`config.mk`:
```
export PLATFORM = sky130hd
export DESIGN_NAME = escalonador_processos
export DESIGN_NICKNAME = d
export VERILOG_FILES = /design/src/rtl/escalonador_processos.sv
export SDC_FILE = /design/constraint.sdc
export NUM_CORES = 1
export LEC_CHECK = 0
export BUFFER_PORTS_ARGS = -buffer_cell sky130_fd_sc_hd__buf_2
export CORE_ASPECT_RATIO = 0.8
export CORE_UTILIZATION = 35
export CTS_BUF_LIST = sky130_fd_sc_hd__clkbuf_2
export DETAILED_ROUTE_END_ITERATION = 12
export GPL_ROUTABILITY_DRIVEN = 0
export GPL_TIMING_DRIVEN = 0
export PLACE_DENSITY = 0.53
export SETUP_SLACK_MARGIN = 0.1
export SYNTH_ARGS = -nofsm -noshare
export SYNTH_HDL_FRONTEND = slang
export SYNTH_SLANG_ARGS = --single-unit
```
`constraint.sdc`:
```
create_clock -name clock -period 2.3 [get_ports clock]
set_clock_uncertainty 0.15 [all_clocks]
set_input_delay 0 -clock clock [delete_from_list [all_inputs] [get_ports clock]]
set_output_delay 0 -clock clock [all_outputs]
set_load 0.005 [all_outputs]
```
`src/rtl/escalonador_processos.sv`:
```
// Round-robin process scheduler: keeps a small process table (state + saved PC per slot)
// and drives the PC register mux with the next READY process, or the OS idle loop.
module escalonador_processos #(
  parameter int                  NUM_PROC   = 4,
  parameter int                  PC_WIDTH   = 32,
  parameter int                  ID_WIDTH   = 2,
  parameter logic [PC_WIDTH-1:0] OS_IDLE_PC = '0
) (
  input  logic                clock,
  input  logic                reset,
  input  logic                troca_contexto,
  input  logic [PC_WIDTH-1:0] pc_salvo,
  input  logic                fim_processo,
  input  logic                bloqueio_io,
  input  logic                libera_io,
  input  logic [ID_WIDTH-1:0] libera_id,
  input  logic                cria_processo,
  input  logic [ID_WIDTH-1:0] cria_id,
  input  logic [PC_WIDTH-1:0] cria_pc,
  output logic [PC_WIDTH-1:0] pc_proximo,
  output logic                desvio,
  output logic [ID_WIDTH-1:0] processo_atual,
  output logic                ocioso,
  output logic                ocupado
);

  localparam logic [1:0] FREE    = 2'b00;
  localparam logic [1:0] READY   = 2'b01;
  localparam logic [1:0] RUNNING = 2'b10;
  localparam logic [1:0] BLOCKED = 2'b11;
  localparam logic [ID_WIDTH-1:0] LAST = ID_WIDTH'(NUM_PROC - 1);

  typedef enum logic {IDLE, SEARCH} fsm_t;

  fsm_t                               state, state_nx;
  logic [NUM_PROC-1:0][1:0]           slot_st;
  logic [NUM_PROC-1:0][PC_WIDTH-1:0]  slot_pc;
  logic [ID_WIDTH-1:0]                idx;
  logic [ID_WIDTH-1:0]                cnt;

  logic       any_ready, ev_take, ev_save, start, hit, give_up;
  logic [1:0] ev_st;

  assign ocupado = (state == SEARCH);

  always_ff @(posedge clock) begin
    if (reset) state <= IDLE;
    else       state <= state_nx;
  end

  always_comb begin
    state_nx  = state;
    any_ready = 1'b0;
    ev_take   = 1'b0;
    ev_save   = 1'b0;
    ev_st     = FREE;
    start     = 1'b0;
    hit       = 1'b0;
    give_up   = 1'b0;
    for (int i = 0; i < NUM_PROC; i++)
      if (slot_st[i] == READY) any_ready = 1'b1;
    case (state)
      IDLE: begin
        if (!ocioso) begin
          // fim > bloqueio > troca; lower-priority events in the same cycle are dropped
          if (fim_processo) begin
            ev_take = 1'b1;
            ev_st   = FREE;
          end else if (bloqueio_io) begin
            ev_take = 1'b1;
            ev_st   = BLOCKED;
            ev_save = 1'b1;
          end else if (troca_contexto) begin
            ev_take = 1'b1;
            ev_st   = READY;
            ev_save = 1'b1;
          end
          start = ev_take;
        end else begin
          start = any_ready;
        end
      end
      SEARCH: begin
        if (slot_st[idx] == READY) hit = 1'b1;
        else if (cnt == LAST)      give_up = 1'b1;
      end
      default: ;
    endcase
    if (start)           state_nx = SEARCH;
    if (hit || give_up)  state_nx = IDLE;
  end

  always_ff @(posedge clock) begin
    if (reset) begin
      slot_st        <= '0;
      slot_pc        <= '0;
      idx            <= '0;
      cnt            <= '0;
      pc_proximo     <= '0;
      desvio         <= 1'b0;
      processo_atual <= '0;
      ocioso         <= 1'b1;
    end else begin
      desvio <= 1'b0;
      // table updates from outside; the scheduler's own writes below take precedence
      if (libera_io && slot_st[libera_id] == BLOCKED)
        slot_st[libera_id] <= READY;
      if (cria_processo && slot_st[cria_id] == FREE) begin
        slot_st[cria_id] <= READY;
        slot_pc[cria_id] <= cria_pc;
      end
      if (ev_take) begin
        slot_st[processo_atual] <= ev_st;
        if (ev_save) slot_pc[processo_atual] <= pc_salvo;
      end
      if (start) begin
        idx <= processo_atual + ID_WIDTH'(1);
        cnt <= '0;
      end
      if (state == SEARCH) begin
        idx <= idx + ID_WIDTH'(1);
        cnt <= cnt + ID_WIDTH'(1);
      end
      if (hit) begin
        slot_st[idx]   <= RUNNING;
        processo_atual <= idx;
        pc_proximo     <= slot_pc[idx];
        desvio         <= 1'b1;
        ocioso         <= 1'b0;
      end
      if (give_up) begin
        pc_proximo <= OS_IDLE_PC;
        desvio     <= 1'b1;
        ocioso     <= 1'b1;
      end
    end
  end

endmodule

```
# After elaboration in Yosys (flattened, before gate mapping)
# Cells that the tools add are included.
# classes
n_addsub,3
magnitude_cmp,8
eq_ne,7
mux,64
bitwise,9
n_reduce_logical,11
# op_table
op,n
two-way mux 128 bit,4
bitwise mux 128 bit,2
demux 32 bit (select 2 bit),2
two-way mux 32 bit,3
binary-select mux 32 bit (select 2 bit),1
two-way mux 8 bit,7
two-way mux 2 bit,15
two-way mux 1 bit,22
demux 2 bit (select 2 bit),4
bitwise AND 4 bit,3
binary-select mux 2 bit (select 2 bit),3
"less-than comparator 2 x 3 -> 1 bit, second input constant",4
inverter 4 bit,3
OR 4 bit,3
"== test 2 x 1 -> 1 bit, second input constant",5
bitwise mux 8 bit,1
"greater-or-equal comparator 2 x 1 -> 1 bit, second input constant",4
"adder 2 x 1 -> 2 bit, second input constant",3
logical AND 1 bit,6
"== test 2 bit, second input constant",2
OR reduction 2 bit,2
logical NOT 2 bit,1
nonzero test 2 bit,1
logical OR 1 bit,1
# totals
reg_bits,177
input_bits,75
out_inout_bits,37
wordCells,117

# Logic depth before layout (Yosys ltp)
# Gate-level depths: netlist of the first run.
# logic_depth
word_depth,16
ltp_mapped,7
mapped_depth_nobuf,4

# Worst setup path after synthesis of the first run
# No wires, ideal clock.
# synth_timing
path_kind,register to register
from,register idx[1]
to,register pc_proximo[0]
t_arrival_ns,1.716
required_ns,2.033
slack_ns,0.317
stages_incl_launch_ff,7
n_path_buf,3
synth_period_minus_slack_ns,1.983
path_cell_list,dfxtp_1 -> clkbuf_1 -> mux4_2 -> and3_1 -> buf_2 -> buf_6 -> a22o_1
# synth_via
elab_chain_len,6
elab_cells_between_ends,10
cone_classes,eq/ne: 1; mux: 8; reduce/logical: 1
# synth_lines
element,line_no,source
start: declaration,38,logic [ID_WIDTH-1:0] idx;
start signal: assignment,117,idx <= processo_atual + ID_WIDTH'(1);
start signal: assignment,121,idx <= idx + ID_WIDTH'(1);
binary-select mux 2 bit (select 2 bit),84,if (slot_st[idx] == READY) hit = 1'b1;
two-way mux 2 bit (implied by the code),84,
== test 2 x 1 -> 1 bit,84,
two-way mux 1 bit,84,
two-way mux 1 bit,62,case (state)
OR reduction 2 bit (no source line),-,
end signal: assignment,127,pc_proximo <= slot_pc[idx];
end: declaration,20,"output logic [PC_WIDTH-1:0] pc_proximo,"
# Several ways; a longest one is shown, not always the timed one. The select of a mux whose other input is x is not followed.
# A chain may end at the register's enable or synchronous reset.

# Worst setup path in the final report of the first run
# layout_timing
from,register slot_st[3] (netlist name)
to,register pc_proximo[23]
# layout_via
elab_chain_len,6
elab_cells_between_ends,8
cone_classes,eq/ne: 1; mux: 6; reduce/logical: 1
# layout_lines
element,line_no,source
start: declaration,36,logic [NUM_PROC-1:0][1:0] slot_st;
start signal: indexed assignment,113,slot_st[processo_atual] <= ev_st;
binary-select mux 2 bit (select 2 bit) *,84,
two-way mux 2 bit (implied by the code) *,84,
== test 2 x 1 -> 1 bit *,84,
two-way mux 1 bit,84,
two-way mux 1 bit,62,
OR reduction 2 bit (no source line),-,
# Mark *: on every way between the ends. The rest lies on a longest branch, timed or not. The select of a mux whose other input is x is not followed.

==> results of run 1 <==
[critical path: stages, from the launching register on]
cell	delay, ps
dfxtp_4	410
and2b_1	220
mux4_2	540
and3_1	210
buf_2	180
buf_6	180
a22o_1	200
[sequential cells by signal, summed over array words and instances, names as in the netlist]
register	flops
ocioso	1
ocupado	1
idx	2
cnt	2
processo_atual	2
desvio	1
pc_proximo	32
slot_st	8
slot_pc	128
[cell families after synthesis]
logic type | count (synthesis)
flip-flops | 177
buffers and inverters | 82
multiplexers | 164
AND/OR/NAND/NOR | 185
adder cells (fa/ha/maj) | 1
AO/OA/AOI/OAI | 193
[how the worst max path moves through the flow]
stage	depth (start not counted)	endpoint	slack [ps]
after floorplan	6	pc_proximo[0]$_SDFFE_PP0P_	320
after global placement	7	slot_pc[13]$_SDFF_PP0_	-360
after detailed placement	7	slot_pc[9]$_SDFF_PP0_	-370
after CTS	7	slot_pc[12]$_SDFF_PP0_	50
after global routing	5	slot_pc[102]$_SDFF_PP0_	90
final	6	pc_proximo[23]$_SDFFE_PP0P_	140
[final cells by class]
type	count	area, um2	area share
Multi-Input combinational cell	543	4440	0.400
Sequential cell	177	3550	0.319
Timing Repair Buffer	266	2090	0.188
Buffer	78	452	0.0406
Tap cell	312	390	0.0351
Clock inverter	15	93.8	0.00844
Clock buffer	17	85.1	0.00765
Inverter	3	11.3	0.00101
Antenna cell	1	2.50	0.000225
[per-layer routing]
metal,up-vias,track usage,routed length (um)
li1,3601,-,-
met1,3816,0.348,14300
met2,255,0.369,12900
met3,28,0.0391,1450
met4,0,0.0448,315
met5,-,0,0
[what timing repair did]
item | in CTS | in global routing
gates resized for setup | 21 | 56
hold buffers | 147 | 0
endpoints found under the hold margin | 148 | 0
pin swaps | 0 | 3
endpoints found under the setup margin | 166 | 164
setup buffers | 0 | 9
[power by group through the flow]
| stage | Combinational (mW) | Clock (mW) | Sequential (mW) |
|---|---|---|---|
| after floorplan | 0.957 | 0 | 3.34 |
| after global placement | 1.45 | 0 | 3.37 |
| after detailed placement | 1.44 | 0 | 3.37 |
| after CTS | 1.65 | 1.48 | 3.33 |
| after global routing | 1.81 | 1.60 | 3.35 |
| final | 1.69 | 1.46 | 3.33 |
[stage by stage]
stage / power [mW] / setup TNS [ps] / hold WS (ps) / utilization
6_report: 6.48 / 0 / 52.5 / 0.477
5_1_grt: 6.76 / 0 / 28.2 / 0.477
4_1_cts: 6.46 / 0 / 2.03 / 0.470
3_5_place_dp: 4.81 / -30350 / 180 / 0.397
3_3_place_gp: 4.81 / -33700 / 180 / 0.397
2_1_floorplan: 4.30 / 0 / 22.8 / -
[cells in the mapped netlist (all sizes together) (4+ instances only)]
master / number
mux4: 33
a22o: 32
buf: 39
a21oi: 4
a211oi: 130
nor2b: 6
nand2: 12
dfxtp: 177
nor2: 135
mux2i: 131
nand3: 4
nand2b: 7
clkbuf: 40
==> flow_summary.toml, run 1 <==
[route]
routed_wl_um = 29000
dr.pass1.iters = 8
avgViaCountPerCell = 5.45
drtIter0Drc = 706
ant_nets = 0
vias = 7700
wl_per_cell_um = 20.6
drc_errors = 0

[floorplanning]
die_x_um = 174
coreArea_mm2 = 0.0233
io_pins = 112
dieArea_mm2 = 0.0244
die_y_um = 140
placementRows = 50
start_util = 0.356

[synth]
synth_cells = 802
synth-xor-area-share = 0
synthMuxAreaShare = 0.247
synth-edff-count = 0
avgSynthCellArea_um2 = 10.4
synth_flop_cell = "dfxtp_1"
yosys-top-cells-area = "dfxtp_1 (43%), mux2i_1 (16%), a211oi_1 (12%), mux4_2 (8.9%), nor2_1 (6.1%)"
synth_top_family_by_area = "multiplexers"
syn_area_mm2 = 0.00831
synth_compound_area_frac = 0.180
ys_seq_area_frac = 0.426
post-synth-top-area-cell = "dfxtp_1"
yosys_warnings = 0
ys_ff_latch = 177
synth_fp_nets = 878
synthArstFlopShare = 0
yosysTopAreaCellShare = 0.426
synth_fa_ha_area_frac = 0.00151
synth_simple_gate_area_frac = 0.0994
synth_cell_types = 51

[critical_path]
crit_required_ps = 2850
crit_start = "slot_st[3]$_SDFF_PP0_"
r2r_setup_slack_ps = 140
critPathArrivalTime_ps = 2710
worstRegToRegCells = 6
critPathCaptureType = "register"
worstPathMaxFanout = 10
critPathKind = "reg2reg"
start_kind = "register"
r2r_start = "slot_st[3]$_SDFF_PP0_"
r2r_end = "pc_proximo[23]$_SDFFE_PP0P_"

[cts]
clkLatencyLatePin_ps = 760
cts_made_buffers = 17
cts.sinks = 177
h-tree-depth = 4
cts_max_path_buffers = 2
cts_tree = "built"
clkTransAtPathRegs_ps = 260
cts-root-buf = "clkbuf_2"

[worst_hold_path]
hold_end = "slot_st[7]$_SDFF_PP0_"
worstHoldPathCells = 4
hold_path_class = "in2reg"
hp-start = "bloqueio_io"

[placed_design]
io_buffers = 110
placed_cells = 1224
dp_slack_ps = -366
dpl.hpwl_um = 18700
dpl_cell_area_mm2 = 0.00925

[grt]
antenna_found_initial = 1
grt_overflow_total = 0
grt_pass1_wl_um = 44300
grt_pass1_vias = 7481
grt_usage = 0.238
grt_max_degree = 17

[pwr]
switching_share = 0.337
pwr_density_cell_mw_per_mm2 = 582
peakVddDrop_mv = 0.267
p_sw_mw = 2.18
leakage_nw = 4.56
clkPwrFrac = 0.225
power_frac_comb = 0.260
internal-power_mw = 4.30
pwr-share-seq = 0.514

[finish]
stdcell_area_mm2 = 0.0111
final_cell_mix = "dfxtp_1 (173), dlygate4sd3_1 (147), nor2_1 (135)"
nets = 1162
final_cells = 1412
drive_gt1_frac = 0.227
num-fill-cells = 2253
area_delta_synth_final_pct = 33.8
final_common_cell = "dfxtp_1"

[job]
drv_cap = 0

[sta]
tightest_slew_ps = 830
hold_viol = 0
fin_ws_ps = 141
post-route-period-util = 0.939
rsz0062_at_grt = "true"
max_freq_mhz = 463
relSlewSlack = 0.446
maxSlewViolCount = 0
period_needed_ps = 2160
finalSetupViolations = 0

[status]
outcome = "finished clean"
(Power assumes the default switching activity.)
==> run 2, diff against run 1 <==
CAP_MARGIN = 20   (was unset)
CELL_PAD_IN_SITES_DETAIL_PLACEMENT = 0   (was unset)
CELL_PAD_IN_SITES_GLOBAL_PLACEMENT = 2   (was unset)
PLACE_DENSITY = 0.76   (was 0.53)
==> flow_summary.toml, run 2 (synthesis gave the netlist of run 1 again) <==
[floorplanning]
die_x_um = 174
placementRows = 50
start_util = 0.356
die_y_um = 140
coreArea_mm2 = 0.0233
io_pins = 112
dieArea_mm2 = 0.0244

[pwr]
switching_share = 0.327
power_frac_comb = 0.249
internal-power_mw = 4.55
p_sw_mw = 2.21
clkPwrFrac = 0.259
peakVddDrop_mv = 0.294
leakage_nw = 4.56
pwr_density_cell_mw_per_mm2 = 605
pwr-share-seq = 0.492

[placed_design]
io_buffers = 110
dpl.hpwl_um = 18700
placed_cells = 1224

[worst_hold_path]
hold_path_class = "in2reg"
worstHoldPathCells = 4

[sta]
relSlewSlack = 0.465
finalSetupViolations = 0
maxSlewViolCount = 0
max_freq_mhz = 461
period_needed_ps = 2170
tightest_slew_ps = 803
hold_viol = 0
post-route-period-util = 0.944
hold-worst-slack_ps = 56.1
rsz0062_at_grt = "true"

[finish]
largest_reg_flops = 128
num-fill-cells = 2252
multi_input_area_mm2 = 0.00444
area_delta_synth_final_pct = 34.5
final_common_cell = "dfxtp_1"
seqCellArea_mm2 = 0.00356
drive_gt1_frac = 0.226
top_register = "slot_pc"
final_cell_mix = "dfxtp_1 (171), dlygate4sd3_1 (150), buf_2 (136)"
final_cells = 1411
nets = 1161
top_regs = "slot_pc: 128 flops, pc_proximo: 32 flops, slot_st: 8 flops"

[critical_path]
crit_required_ps = 2860
worstPathMaxFanout = 3
cp_common_cell = "dlygate4sd3_1"
start_kind = "input port"
critPathBufInv = 5
crit_start = "libera_id[1]"
cpMaxStageDelayCell = "dlygate4sd3_1"
worstRegToRegCells = 6
slowest_delay_ps = 580
critPathArrivalTime_ps = 2730
crit_cells = 8
crit_family = "buffers and inverters"
critPathCaptureType = "register"
r2r_end = "pc_proximo[17]$_SDFFE_PP0P_"
r2r_start = "slot_st[3]$_SDFF_PP0_"
endpoint = "slot_st[5]$_SDFF_PP0_"
critPathKind = "in2reg"
r2r_setup_slack_ps = 160
crit_chain = "dlygate4sd3_1 > buf_2 > dlygate4sd3_1 > nand4b_1 > dlygate4sd3_1 > o211ai_1 > dlygate4sd3_1 > a31oi_1"

[cts]
cts_max_path_buffers = 2
cts.sinks = 177
cts-root-buf = "clkbuf_2"
clkTransAtPathRegs_ps = 270
cts_tree = "built"
clkLatencyLatePin_ps = 760
h-tree-depth = 4
cts_made_buffers = 17

[grt]
grt_usage = 0.243
grt_pass1_wl_um = 45100
grt_pass1_vias = 7569
grt_overflow_total = 0
antenna_found_initial = 1
grt_max_degree = 17

[status]
outcome = "finished clean"

[job]
drv_cap = 0

[route]
vias = 7576
dr.pass1.iters = 7
avgViaCountPerCell = 5.37
wl_per_cell_um = 20.7
drtIter0Drc = 603
ant_nets = 0
routed_wl_um = 29300
drc_errors = 0
==> run 2: cell count changes in the layout (fill, tap and decap cells not counted), sizes merged <==
| cell | change |
|---|---|
| clkbuf | -7 |
| buf | +5 |
| inv | +2 |
| clkinvlp | +1 |
| clkinv | -7 |
| bufinv | +2 |
| dlygate4sd3 | +3 |
==> run 2: layer usage <==
layer / global-route usage / up-vias / share of wire
met1: 0.351 / 3758 / 0.49
met2: 0.380 / 218 / 0.45
met3: 0.0426 / 12 / 0.047
met5: 0 / - / 0
met4: 0.0448 / 0 / 0.0063
li1: - / 3588 / -
==> run 2: area by class of cell <==
cell class	count	share of cell area
well taps	312	0.0349
multi-input cells	543	0.397
inverters	3	0.00101
clock inverters	13	0.0135
clock buffers	19	0.00851
plain buffers	78	0.0387
repair buffers	265	0.188
diodes	1	0.000224
flip-flops and latches	177	0.318
==> run 2: power by group through the flow <==
stage	Clock, mW	Combinational, mW	Sequential [mW]
after detailed placement	0	1.45	3.36
after floorplan	0	0.957	3.34
final	1.75	1.68	3.33
after CTS	1.78	1.66	3.32
after global routing	1.91	1.81	3.35
after global placement	0	1.45	3.37
==> run 2: metrics by stage <==
stage                     power, mW  setup TNS, ps   util  setup slack, ps  cell area, um2
final                          6.76              0  0.479              130           11200
after global routing           7.07              0  0.479             75.0           11200
after CTS                      6.77              0  0.475             89.5           11100
after detailed placement       4.81         -27580  0.397             -299            9250
after global placement         4.82         -35050  0.397             -366            9250
after floorplan                4.30              0      -              317            8310
==> run 2: timing repair <==
item                                    CTS  global route
endpoints found under the setup margin  165           120
gates resized for setup                  25            36
cloned                                    0             0
endpoints found under the hold margin   147             0
hold buffers                            150             0
pin swaps                                 0             3
buffers inserted                          1             4
==> run 2: worst min-delay path by stage <==
stage	from	endpoint	slack, ps
6_report	bloqueio_io	slot_st[1]$_SDFF_PP0_	60
5_1_grt	bloqueio_io	slot_st[1]$_SDFF_PP0_	40
4_1_cts	bloqueio_io	slot_st[1]$_SDFF_PP0_	10
3_5_place_dp	pc_salvo[18]	slot_pc[18]$_SDFF_PP0_	190
3_3_place_gp	pc_salvo[10]	slot_pc[10]$_SDFF_PP0_	180
2_1_floorplan	bloqueio_io	slot_st[5]$_SDFF_PP0_	20
==> run 2: tightest hold or removal path, delay by kind of cell <==
kind	cells	cell delay (ps)
simple gates	1	220
compound gates	1	110
buf+inv	2	640
==> run 3, diff against run 2 <==
MAX_ROUTING_LAYER = met4   (was unset)
==> flow_summary.toml, run 3 (synthesis gave the netlist of run 1 again) <==
[finish]
utilization = 0.479
num-fill-cells = 2252
largest_reg_flops = 128
top_register = "slot_pc"
final_common_cell = "dfxtp_1"
area_delta_synth_final_pct = 34.5
top_regs = "slot_pc: 128 flops, pc_proximo: 32 flops, slot_st: 8 flops"
nets = 1161
final_cell_mix = "dfxtp_1 (171), dlygate4sd3_1 (150), buf_2 (136)"
drive_gt1_frac = 0.226
final_cells = 1411

[critical_path]
r2r_end = "pc_proximo[17]$_SDFFE_PP0P_"
cpMaxStageDelayCell = "dlygate4sd3_1"
start_kind = "input port"
r2r_setup_slack_ps = 160
endpoint = "slot_st[5]$_SDFF_PP0_"
crit_family = "buffers and inverters"
r2r_start = "slot_st[3]$_SDFF_PP0_"
critPathBufInv = 5
worstRegToRegCells = 6
crit_required_ps = 2860
critPathCaptureType = "register"
crit_chain = "dlygate4sd3_1 > buf_2 > dlygate4sd3_1 > nand4b_1 > dlygate4sd3_1 > o211ai_1 > dlygate4sd3_1 > a31oi_1"
cp_common_cell = "dlygate4sd3_1"
critPathKind = "in2reg"
critPathArrivalTime_ps = 2730
worstPathMaxFanout = 3
crit_cells = 8
slowest_delay_ps = 580
crit_start = "libera_id[1]"

[route]
drtIter0Drc = 615
routed_wl_um = 29200
dr.pass1.iters = 7
vias = 7595
avgViaCountPerCell = 5.38
drc_errors = 0
ant_nets = 0
wl_per_cell_um = 20.7

[grt]
grt_max_degree = 17
met3_usage = 0.0415
grtUsageMet1 = 0.352
grt_pass1_wl_um = 45100
grt_overflow_total = 0
grt_usage = 0.250
antenna_found_initial = 1
grt_pass1_vias = 7560
grt.busiest_layer = "met2"
use_met2 = 0.379

[placed_design]
io_buffers = 110
placed_cells = 1224
dpl.hpwl_um = 18700
dp_slack_ps = -299

[pwr]
power_frac_comb = 0.249
leakage_nw = 4.56
peakVddDrop_mv = 0.295
switching_share = 0.328
pwr-share-seq = 0.491
p_sw_mw = 2.22
pwr_density_cell_mw_per_mm2 = 606
internal-power_mw = 4.55
clkPwrFrac = 0.259

[sta]
tightest_slew_ps = 827
hold-worst-slack_ps = 52.3
hold_viol = 0
timing.setup.tns_ps = 0
max_freq_mhz = 461
finalSetupViolations = 0
rsz0062_at_grt = "true"
post-route-period-util = 0.943
period_needed_ps = 2170
maxSlewViolCount = 0
fin_ws_ps = 131
relSlewSlack = 0.448

[cts]
h-tree-depth = 4
cts-root-buf = "clkbuf_2"
cts_max_path_buffers = 2
cts.sinks = 177
clkTransAtPathRegs_ps = 270
clkLatencyLatePin_ps = 770
cts_made_buffers = 17
cts_tree = "built"

[floorplanning]
die_y_um = 140
start_util = 0.356
placementRows = 50
dieArea_mm2 = 0.0244
coreArea_mm2 = 0.0233
die_x_um = 174
io_pins = 112

[job]
drv_cap = 0

[status]
outcome = "finished clean"

[worst_hold_path]
hold_path_class = "in2reg"
[run 3: cell counts in the layout (fill, tap and decap cells not counted)]
No cell type changed its count.
[run 3: power by group through the flow]
stage                     clock (mW)  combinational (mW)  sequential, mW
after global routing            1.91                1.81            3.35
after detailed placement           0                1.45            3.36
final                           1.76                1.69            3.33
after global placement             0                1.45            3.37
after floorplan                    0               0.957            3.34
after CTS                       1.78                1.66            3.32
[run 3: cell type report]
cell class / count / area [um2] / area share
repair buffers: 265 / 2100 / 0.188
flip-flops and latches: 177 / 3560 / 0.318
multi-input cells: 543 / 4440 / 0.397
diodes: 1 / 2.50 / 0.000224
clock inverters: 13 / 151 / 0.0135
clock buffers: 19 / 95.1 / 0.00851
inverters: 3 / 11.3 / 0.00101
plain buffers: 78 / 433 / 0.0387
well taps: 312 / 390 / 0.0349
[run 3: how the worst min path moves through the flow]
| stage | start | end | slack [ps] | cells past startpoint |
|---|---|---|---|---|
| after global routing | bloqueio_io | slot_st[1]$_SDFF_PP0_ | 40 | 4 |
| after global placement | pc_salvo[10] | slot_pc[10]$_SDFF_PP0_ | 180 | 3 |
| after floorplan | bloqueio_io | slot_st[5]$_SDFF_PP0_ | 20 | 2 |
| after detailed placement | pc_salvo[18] | slot_pc[18]$_SDFF_PP0_ | 190 | 3 |
| final | bloqueio_io | slot_st[1]$_SDFF_PP0_ | 50 | 4 |
| after CTS | bloqueio_io | slot_st[1]$_SDFF_PP0_ | 10 | 4 |
[run 3: through the flow]
step	cell area [um2]	total power, mW
after floorplan	8310	4.30
after global placement	9250	4.82
after detailed placement	9250	4.81
after CTS	11100	6.77
after global routing	11200	7.07
final	11200	6.77
[run 3: per-layer routing]
layer	wire [um]	up-vias
li1	-	3596
met1	14500	3766
met2	13300	218
met3	1310	15
met4	186	0
met5	0	-
[run 3: timing repair]
item,in CTS,in global routing
hold buffers,150,0
hold endpoints to repair,147,0
resized for setup,25,36
pin swaps,0,3
setup buffers,1,4
setup endpoints to repair,165,120
[run 3: tightest hold or removal path: cells and delay by family]
kind / cells / cell delay [ps]
AND/OR/NAND/NOR: 1 / 220
buffers and inverters: 2 / 640
AO/OA/AOI/OAI: 1 / 110
